File: src/rtl/fifo_ctrl_pkg.sv
// Shared types and defaults for the FIFO read-side frame sequencer.
package fifo_ctrl_pkg;

    localparam int unsigned DEF_DATA_W = 32;
    localparam int unsigned DEF_LEN_W  = 16;

    typedef enum logic [1:0] {
        ST_IDLE,
        ST_READ,
        ST_DRAIN,
        ST_FLUSH
    } rd_state_e;

endpackage

File: src/rtl/fifo_frame_reader_skid_fifo.sv
// Small register FIFO holding stream words with their last flag.
// Flush empties it in one cycle and takes priority over push/pop.
module skid_fifo #(
    parameter int unsigned DATA_W = 32,
    parameter int unsigned DEPTH  = 4,
    localparam int unsigned PTR_W = (DEPTH > 1) ? $clog2(DEPTH) : 1,
    localparam int unsigned OCC_W = $clog2(DEPTH + 1)
) (
    input  logic              clk,
    input  logic              rst_n,
    input  logic              push,
    input  logic [DATA_W-1:0] push_data,
    input  logic              push_last,
    input  logic              pop,
    input  logic              flush,
    output logic [DATA_W-1:0] head_data,
    output logic              head_last,
    output logic              empty,
    output logic [OCC_W-1:0]  occ
);

    logic [DATA_W:0]  mem_q [DEPTH];
    logic [DATA_W:0]  mem_d [DEPTH];
    logic [PTR_W-1:0] wr_ptr_q, wr_ptr_d;
    logic [PTR_W-1:0] rd_ptr_q, rd_ptr_d;
    logic [OCC_W-1:0] cnt_q, cnt_d;
    logic             do_push;
    logic             do_pop;

    function automatic logic [PTR_W-1:0] ptr_inc(input logic [PTR_W-1:0] p);
        return (p == PTR_W'(DEPTH - 1)) ? '0 : p + PTR_W'(1);
    endfunction

    always_comb begin
        mem_d    = mem_q;
        wr_ptr_d = wr_ptr_q;
        rd_ptr_d = rd_ptr_q;
        cnt_d    = cnt_q;
        do_pop   = pop && (cnt_q != '0);
        // a push into a full buffer is only legal when the head leaves this cycle
        do_push  = push && ((cnt_q != OCC_W'(DEPTH)) || do_pop);
        if (flush) begin
            wr_ptr_d = '0;
            rd_ptr_d = '0;
            cnt_d    = '0;
        end else begin
            if (do_push) begin
                mem_d[wr_ptr_q] = {push_last, push_data};
                wr_ptr_d        = ptr_inc(wr_ptr_q);
            end
            if (do_pop) begin
                rd_ptr_d = ptr_inc(rd_ptr_q);
            end
            cnt_d = cnt_q + OCC_W'(do_push) - OCC_W'(do_pop);
        end
    end

    always_ff @(posedge clk or negedge rst_n) begin
        if (!rst_n) begin
            for (int unsigned i = 0; i < DEPTH; i++) begin
                mem_q[i] <= '0;
            end
            wr_ptr_q <= '0;
            rd_ptr_q <= '0;
            cnt_q    <= '0;
        end else begin
            mem_q    <= mem_d;
            wr_ptr_q <= wr_ptr_d;
            rd_ptr_q <= rd_ptr_d;
            cnt_q    <= cnt_d;
        end
    end

    assign head_data = mem_q[rd_ptr_q][DATA_W-1:0];
    assign head_last = mem_q[rd_ptr_q][DATA_W];
    assign empty     = (cnt_q == '0);
    assign occ       = cnt_q;

endmodule

File: src/rtl/fifo_frame_reader.sv
// Drains LENGTH words from the sample FIFO read port into a valid/ready stream,
// with a credit-gated skid buffer absorbing the FIFO read latency.
module fifo_frame_reader
    import fifo_ctrl_pkg::*;
#(
    parameter int unsigned DATA_W     = DEF_DATA_W,
    parameter int unsigned LEN_W      = DEF_LEN_W,
    parameter int unsigned RD_LATENCY = 1,
    parameter int unsigned BUF_DEPTH  = 4
) (
    input  logic              CLK,
    input  logic              RESET_N,
    input  logic              START,
    input  logic [LEN_W-1:0]  LENGTH,
    input  logic              ABORT,
    output logic              BUSY,
    output logic              DONE,
    output logic              ABORTED,
    output logic [LEN_W-1:0]  WORD_CNT,
    input  logic              FIFO_EMPTY,
    output logic              FIFO_RE,
    input  logic [DATA_W-1:0] FIFO_Q,
    output logic [DATA_W-1:0] M_DATA,
    output logic              M_VALID,
    input  logic              M_READY,
    output logic              M_LAST
);

    localparam int unsigned OCC_W = $clog2(BUF_DEPTH + 1);
    localparam int unsigned CR_W  = $clog2(BUF_DEPTH + RD_LATENCY + 1);

    rd_state_e             state_q, state_d;
    logic [LEN_W-1:0]      len_q, len_d;
    logic [LEN_W-1:0]      issued_q, issued_d;
    logic [LEN_W-1:0]      cap_cnt_q, cap_cnt_d;
    logic [LEN_W-1:0]      word_cnt_q, word_cnt_d;
    logic                  done_q, done_d;
    logic                  aborted_q, aborted_d;
    logic [RD_LATENCY-1:0] re_pipe_q, re_pipe_d;

    logic [CR_W-1:0]       inflight;
    logic [OCC_W-1:0]      occ;
    logic                  buf_empty;
    logic                  head_last;
    logic [DATA_W-1:0]     head_data;
    logic                  m_valid;
    logic                  accept;
    logic                  last_accept;
    logic                  fifo_re;
    logic                  capture;
    logic                  push;
    logic                  push_last;
    logic                  flush;

    skid_fifo #(
        .DATA_W (DATA_W),
        .DEPTH  (BUF_DEPTH)
    ) u_skid (
        .clk       (CLK),
        .rst_n     (RESET_N),
        .push      (push),
        .push_data (FIFO_Q),
        .push_last (push_last),
        .pop       (accept),
        .flush     (flush),
        .head_data (head_data),
        .head_last (head_last),
        .empty     (buf_empty),
        .occ       (occ)
    );

    always_comb begin
        inflight = '0;
        for (int unsigned i = 0; i < RD_LATENCY; i++) begin
            inflight = inflight + CR_W'(re_pipe_q[i]);
        end
        m_valid     = !buf_empty && (state_q != ST_FLUSH);
        accept      = m_valid && M_READY;
        last_accept = accept && head_last;
        // ABORT gates RE in its own cycle so the flush never waits on a new read
        fifo_re     = (state_q == ST_READ) && !FIFO_EMPTY && !ABORT
                      && (issued_q < len_q)
                      && ((inflight + CR_W'(occ)) < CR_W'(BUF_DEPTH));
        capture     = re_pipe_q[RD_LATENCY-1];
        push        = capture && (state_q != ST_FLUSH);
        push_last   = ((cap_cnt_q + LEN_W'(1)) == len_q);
        flush       = (state_q == ST_FLUSH);
        re_pipe_d    = '0;
        re_pipe_d[0] = fifo_re;
        for (int unsigned i = 1; i < RD_LATENCY; i++) begin
            re_pipe_d[i] = re_pipe_q[i-1];
        end
    end

    always_comb begin
        state_d    = state_q;
        len_d      = len_q;
        issued_d   = issued_q + LEN_W'(fifo_re);
        cap_cnt_d  = cap_cnt_q + LEN_W'(capture);
        word_cnt_d = word_cnt_q + LEN_W'(accept);
        done_d     = 1'b0;
        aborted_d  = aborted_q;
        unique case (state_q)
            ST_IDLE: begin
                if (START) begin
                    word_cnt_d = '0;
                    if (LENGTH != '0) begin
                        len_d     = LENGTH;
                        issued_d  = '0;
                        cap_cnt_d = '0;
                        state_d   = ST_READ;
                    end else begin
                        done_d    = 1'b1;
                        aborted_d = 1'b0;
                    end
                end
            end
            ST_READ, ST_DRAIN: begin
                if (last_accept) begin
                    state_d   = ST_IDLE;
                    done_d    = 1'b1;
                    aborted_d = 1'b0;
                end else if (ABORT) begin
                    state_d = ST_FLUSH;
                end else if ((state_q == ST_READ) && (issued_d == len_q)) begin
                    state_d = ST_DRAIN;
                end
            end
            ST_FLUSH: begin
                if (inflight == '0) begin
                    state_d   = ST_IDLE;
                    done_d    = 1'b1;
                    aborted_d = 1'b1;
                end
            end
            default: state_d = ST_IDLE;
        endcase
    end

    always_ff @(posedge CLK or negedge RESET_N) begin
        if (!RESET_N) begin
            state_q    <= ST_IDLE;
            len_q      <= '0;
            issued_q   <= '0;
            cap_cnt_q  <= '0;
            word_cnt_q <= '0;
            done_q     <= 1'b0;
            aborted_q  <= 1'b0;
            re_pipe_q  <= '0;
        end else begin
            state_q    <= state_d;
            len_q      <= len_d;
            issued_q   <= issued_d;
            cap_cnt_q  <= cap_cnt_d;
            word_cnt_q <= word_cnt_d;
            done_q     <= done_d;
            aborted_q  <= aborted_d;
            re_pipe_q  <= re_pipe_d;
        end
    end

    assign BUSY     = (state_q != ST_IDLE);
    assign DONE     = done_q;
    assign ABORTED  = aborted_q;
    assign WORD_CNT = word_cnt_q;
    assign FIFO_RE  = fifo_re;
    assign M_DATA   = head_data;
    assign M_VALID  = m_valid;
    assign M_LAST   = head_last && m_valid;

endmodule
File: config.mk
export PLATFORM = sky130hd
export DESIGN_NAME = fifo_frame_reader
export DESIGN_NICKNAME = d
export VERILOG_FILES = /design/src/rtl/fifo_ctrl_pkg.sv /design/src/rtl/fifo_frame_reader_skid_fifo.sv /design/src/rtl/fifo_frame_reader.sv
export SDC_FILE = /design/constraint.sdc
export NUM_CORES = 1
export LEC_CHECK = 0
export CORE_UTILIZATION = 55
export DETAILED_ROUTE_END_ITERATION = 8
export GPL_TIMING_DRIVEN = 0
export PLACE_DENSITY_LB_ADDON = 0.15
export SLEW_MARGIN = 20
export SYNTH_ARGS = -nofsm -noshare
export SYNTH_HDL_FRONTEND = slang
export SYNTH_HIERARCHICAL = 1
export SYNTH_SLANG_ARGS = --single-unit
File: constraint.sdc
create_clock -name CLK -period 5.85 [get_ports CLK]
set_input_delay 1.755 -clock CLK [delete_from_list [all_inputs] [get_ports CLK]]
set_output_delay 1.755 -clock CLK [all_outputs]
set_load 0.005 [all_outputs]
# Word level (Yosys, flattened, before mapping)
# Index checks and enable logic that the tools add are counted.
# classes
add_sub_neg,9
order_cmp,5
n_eq_ne,15
mux,38
n_bitwise,3
n_reduce_logical,30
# op_table
op,n
132-bit bitwise mux,1
16-bit 2-to-1 mux,8
33-bit 2-to-1 mux,3
33-bit binary-select mux with 2-bit select,1
33-bit demux with 2-bit select,1
16-bit by 1-bit adder with 16-bit output,3
16-bit equality test,2
2-bit 2-to-1 mux,12
16-bit by 1-bit adder with 16-bit output (second input constant),1
16-bit less-than comparator,1
16-bit nonzero test,1
1-bit logical AND,13
2-bit inequality test (second input constant),5
2-bit equality test (second input constant),4
1-bit 2-to-1 mux,8
4-bit AND reduction,2
3-bit >= comparator (second input constant),2
3-bit logical NOT,2
2-bit inverter with 3-bit output,2
1-bit one-hot mux with 3 select lines,2
2-bit one-hot mux with 3 select lines,1
2-bit nonzero test,3
2-bit by 1-bit adder with 2-bit output (second input constant),2
4-bit inequality test (second input constant),1
other kinds (17),19
# totals
ff_bits,208
input_bits,54
out_inout_bits,54
word_cells,115

# Depth between registers and ports, before layout
# depth
ltp_word,12
depth_mapped,17
ltp_nobuf,17

# Modules after synthesis
# The synthesis kept the hierarchy.
# modules_own_cells
mod,n_inst,cells_each,area_each_um2,seq_area_each_um2
skid_fifo,1,367,6523.8,3478.3
fifo_frame_reader,1,504,4481.8,1726.7

# Worst setup path before layout
# OpenSTA, ideal clock, no wires.
# synth_timing
path_kind,input to register
startpoint,input ABORT
endpoint,register state_q[1]
setup_time_ps,128
t_arrival_ps,4924
required_ps,5722
slack_ps,798
path_stages,14
path_buffers,0
cell_sequence,nor4b_1 > o21ai_0 > a221oi_1 > o221ai_1 > a21oi_1 > ha_1 > ha_1 > nand4_1 > nor3b_1 > mux2_2 > a2111o_1 > nor4_2 > a31oi_1 > mux2_1
# synth_between
elab_chain_len,9
word_cells_on_any_way,12
cone_classes,add/sub (1); eq/ne (2); mux (3); reduce/logical (6)
# synth_lines
element,line_no,source
"start, declared",fifo_frame_reader.sv:15,"input logic ABORT,"
1-bit logical NOT,fifo_frame_reader.sv:81,fifo_re = (state_q == ST_READ) && !FIFO_EMPTY && !ABORT
1-bit logical AND,fifo_frame_reader.sv:81,
1-bit logical AND,fifo_frame_reader.sv:82,&& (issued_q < len_q)
1-bit logical AND,fifo_frame_reader.sv:83,&& ((inflight + CR_W'(occ)) < CR_W'(BUF_DEPTH));
net FIFO_RE,fifo_frame_reader.sv:21,"output logic FIFO_RE,"
16-bit by 1-bit adder with 16-bit output,fifo_frame_reader.sv:98,issued_d = issued_q + LEN_W'(fifo_re);
16-bit equality test,fifo_frame_reader.sv:125,end else if ((state_q == ST_READ) && (issued_d == len_q)) begin
1-bit logical AND,fifo_frame_reader.sv:125,
4-bit inequality test (no source line),-,
4-bit AND reduction (no source line),-,
"end signal, assigned",fifo_frame_reader.sv:151,state_q <= state_d;
"end, declared",fifo_frame_reader.sv:32,"rd_state_e state_q, state_d;"
# The timed path passes the listed nets, and every way through them passes these cells.
# A chain may end at the register's enable or synchronous reset.

# Worst setup path after layout
# layout_timing
startpoint,input ABORT
endpoint,output FIFO_RE
# layout_between
elab_chain_len,4
# layout_lines
element,line_no
1-bit logical NOT,fifo_frame_reader.sv:81
1-bit logical AND,fifo_frame_reader.sv:81
1-bit logical AND,fifo_frame_reader.sv:82
1-bit logical AND,fifo_frame_reader.sv:83
"end, declared",fifo_frame_reader.sv:21
# No other way between the ends.

==> flow_summary.json <==
{
  "status": "finished clean",
  "dieArea_um2": 20580,
  "netlist_instances": 871,
  "ant_nets": 0,
  "cp_common_cell": "clkdlybuf4s50_1",
  "register_area_um2": 5205,
  "power.leakage_nw": 5.900,
  "power.switching_w": 0.001668,
  "ys_seq_area_frac": 0.4729,
  "crit_type": "in2out",
  "multi_input_comb_area_um2": 5431,
  "synth_top_area_frac": 0.4729,
  "p_total_w": 0.005456,
  "critPathTopFamily": "buffers and inverters",
  "path_cells": "clkdlybuf4s50_1 -> nor4b_1 -> o21ai_0 -> a221oi_1 -> o221ai_1 -> a21oi_1 -> clkdlybuf4s50_1",
  "synth_ff_type": "dfrtp_1",
  "async_reset_ff_frac": 1.000,
  "grt_util_all_layers": 0.2445,
  "seqPwrFrac": 0.366,
  "grt_pass1_wl_um": 39090,
  "ys_ff_latch": 208,
  "wl_per_cell_um": 18.84,
  "relSlewSlack": 0.4585,
  "yosysTopAreaCell": "dfrtp_1",
  "numClockSinks": 208,
  "cts_hold_buf": 0,
  "tritoncts": "yes",
  "synth_area_um2": 11010,
  "avgSynthCellArea_um2": 12.64,
  "max_stage_delay_ns": 0.57,
  "post-route-period-util": 0.9914,
  "fmax_ghz": 0.1724,
  "netlist_top_cells_area": "dfrtp_1 (47%), mux2_4 (12%), mux4_2 (6.8%), mux2_2 (4.6%), ha_1 (3.8%)",
  "intPower_w": 0.003788,
  "start_util": 0.5636,
  "yosysMostFrequentCell": "dfrtp_1",
  "port_buffers": 107,
  "slew_viol_final": 0,
  "firstDrtPassIters": 5,
  "grt_max_degree": 73,
  "p_comb_frac": 0.356,
  "final_core_util": 0.6799,
  "worst_ep_required_time_ns": 4.09,
  "setup_tns_ns": 0,
  "worst_setup_path_end_kind": "output pin",
  "synth_nets": 959,
  "setup_viol": 0,
  "first_global_vias": 7486,
  "holdWs_ns": 0.5011,
  "cts.reportedPaths.clkPinSlew_ns": 0.06,
  "period_minus_slack_ns": 5.799,
  "n_fill_cell": 1486,
  "gp_congestion": 0.9436,
  "syn2layout_area_growth_pct": 20.62,
  "netSwitchingFraction": 0.3057,
  "yosysWarnings": 6,
  "core_area_um2": 19530,
  "synth_common_cells": "dfrtp_1 (208), mux2_4 (90), nor2_1 (63)",
  "root_buffer": "clkbuf_16",
  "die-height_um": 143.5,
  "io_pins": 108,
  "synth_edf_count": 0,
  "cp.arrival_ns": 4.04,
  "hold_violations": 0,
  "drc": 0,
  "die_w_um": 143.5,
  "cp_max_fo": 3,
  "critPathLaunchType": "primary input",
  "overflow": 0,
  "final_cells": 1287,
  "clockPowerShare": 0.279,
  "clockBufferDepth": 3,
  "fin_skew_ns": 0.008906,
  "tightest_slew_ns": 0.8122,
  "rsz0062_at_grt": "no",
  "avgViaCountPerCell": 5.702,
  "path_buf_inv": 2,
  "holdCritPathClass": "reg2reg",
  "finalNetCount": 1094,
  "routed_wl_um": 24250,
  "p_per_area_nw_per_um2": 411.0,
  "ir_drop_mv": 0.3092,
  "drt_iter0_markers": 366,
  "antenna_found_initial": 0,
  "htreeDepth": 1,
  "numCtsBuffers": 24,
  "cts_setup_buffers": 0,
  "row_count": 51,
  "antennaDiodeCount": 0,
  "maxCapViolCount": 0,
  "dp_hpwl_um": 16560,
  "drive_gt1_frac": 0.2368,
  "ys_types": 60,
  "placed_cells": 1245,
  "critPathSlowestCell": "clkdlybuf4s50_1",
  "insertion_delay_ns": 0.52,
  "vias": 7339
}
==> power groups by stage <==
| stage | sequential [W] | clock (W) | combinational (W) |
|---|---|---|---|
| floorplan | 0.00192 | 0 | 0.00125 |
| global placement | 0.00200 | 0 | 0.00190 |
| detailed placement | 0.00200 | 0 | 0.00194 |
| CTS | 0.00199 | 0.00155 | 0.00195 |
| global route | 0.00203 | 0.00161 | 0.00213 |
| finish | 0.00200 | 0.00152 | 0.00194 |
==> cell families after synthesis <==
family | share of synthesized area
and+or+nand+nor | 0.1105
AOI/OAI and AO/OA | 0.04991
xor gates and xnor gates | 0.05139
adders and majority gates | 0.03934
muxes | 0.2419
buffers and inverters | 0.03399
DFF | 0.4729
==> sequential cells by signal, summed over array words and instances, names as in the netlist, 2 cells and up <==
| name | cells |
|---|---|
| WORD_CNT | 16 |
| cap_cnt_q | 16 |
| issued_q | 16 |
| len_q | 16 |
| state_q | 2 |
| u_skid/mem_q | 132 |
| u_skid/occ | 3 |
| u_skid/rd_ptr_q | 2 |
| u_skid/wr_ptr_q | 2 |
==> layout make-up <==
type / count / share of cell area
Buffer: 45 / 0.01998
Tap cell: 265 / 0.02498
Timing Repair Buffer: 109 / 0.08520
Inverter: 29 / 0.008200
Multi-Input combinational cell: 589 / 0.4091
Clock inverter: 8 / 0.01008
Sequential cell: 208 / 0.3921
Clock buffer: 34 / 0.05033
==> per-layer routing <==
metal / part of all wire / GRT usage / up-vias
li1: - / - / 3406
met2: 0.45 / 0.3863 / 199
met1: 0.48 / 0.3543 / 3705
met4: 0.017 / 0.06103 / 0
met5: 0 / 0 / -
met3: 0.049 / 0.03699 / 29
==> stage by stage <==
step / cell area, µm² / setup WS [ns]
detailed placement: 12470 / -0.3495
global route: 13280 / 0.01856
finish: 13280 / 0.05057
global placement: 12410 / -5.784
floorplan: 11010 / 0.7982
CTS: 13270 / 0.08878
==> repair_timing <==
item                                   CTS  global route
resized for setup                        0             1
setup endpoints to repair                0             1
endpoints found under the hold margin    0             0
==> worst paths after layout <==
| path | cells past startpoint | start | to | slack (ns) |
|---|---|---|---|---|
| min | 1 | u_skid/mem_q[38] | u_skid/mem_q[38] | 0.50 |
| max | 7 | ABORT | FIFO_RE | 0.05 |
| max reg2reg | 16 | state_q[1] | state_q[1] | 1.24 |
| max in group asynchronous | 2 | RESET_N | u_skid/mem_q[44] | 3.93 |
| min in group asynchronous | 1 | RESET_N | WORD_CNT[5] | 1.16 |
| min reg2reg | 1 | u_skid/mem_q[38] | u_skid/mem_q[38] | 0.50 |
==> cell usage in the layout, fill, tap and decap left out, drive strengths merged, types with 6 or more instances in the layout <==
cell type / count
nand4: 17
clkdlybuf4s50: 106
inv: 30
xor2: 31
a21o: 7
nor3: 14
clkbuf: 50
a21oi: 16
and2: 10
nand2: 49
nor2: 63
nand3: 29
buf: 32
ha: 33
mux4: 33
and3: 7
nor4: 9
mux2: 136
or3: 7
dfrtp: 208
xnor2: 31
o21ai: 30
nor2b: 6
No activity file was read; power rests on OpenSTA's default activity.
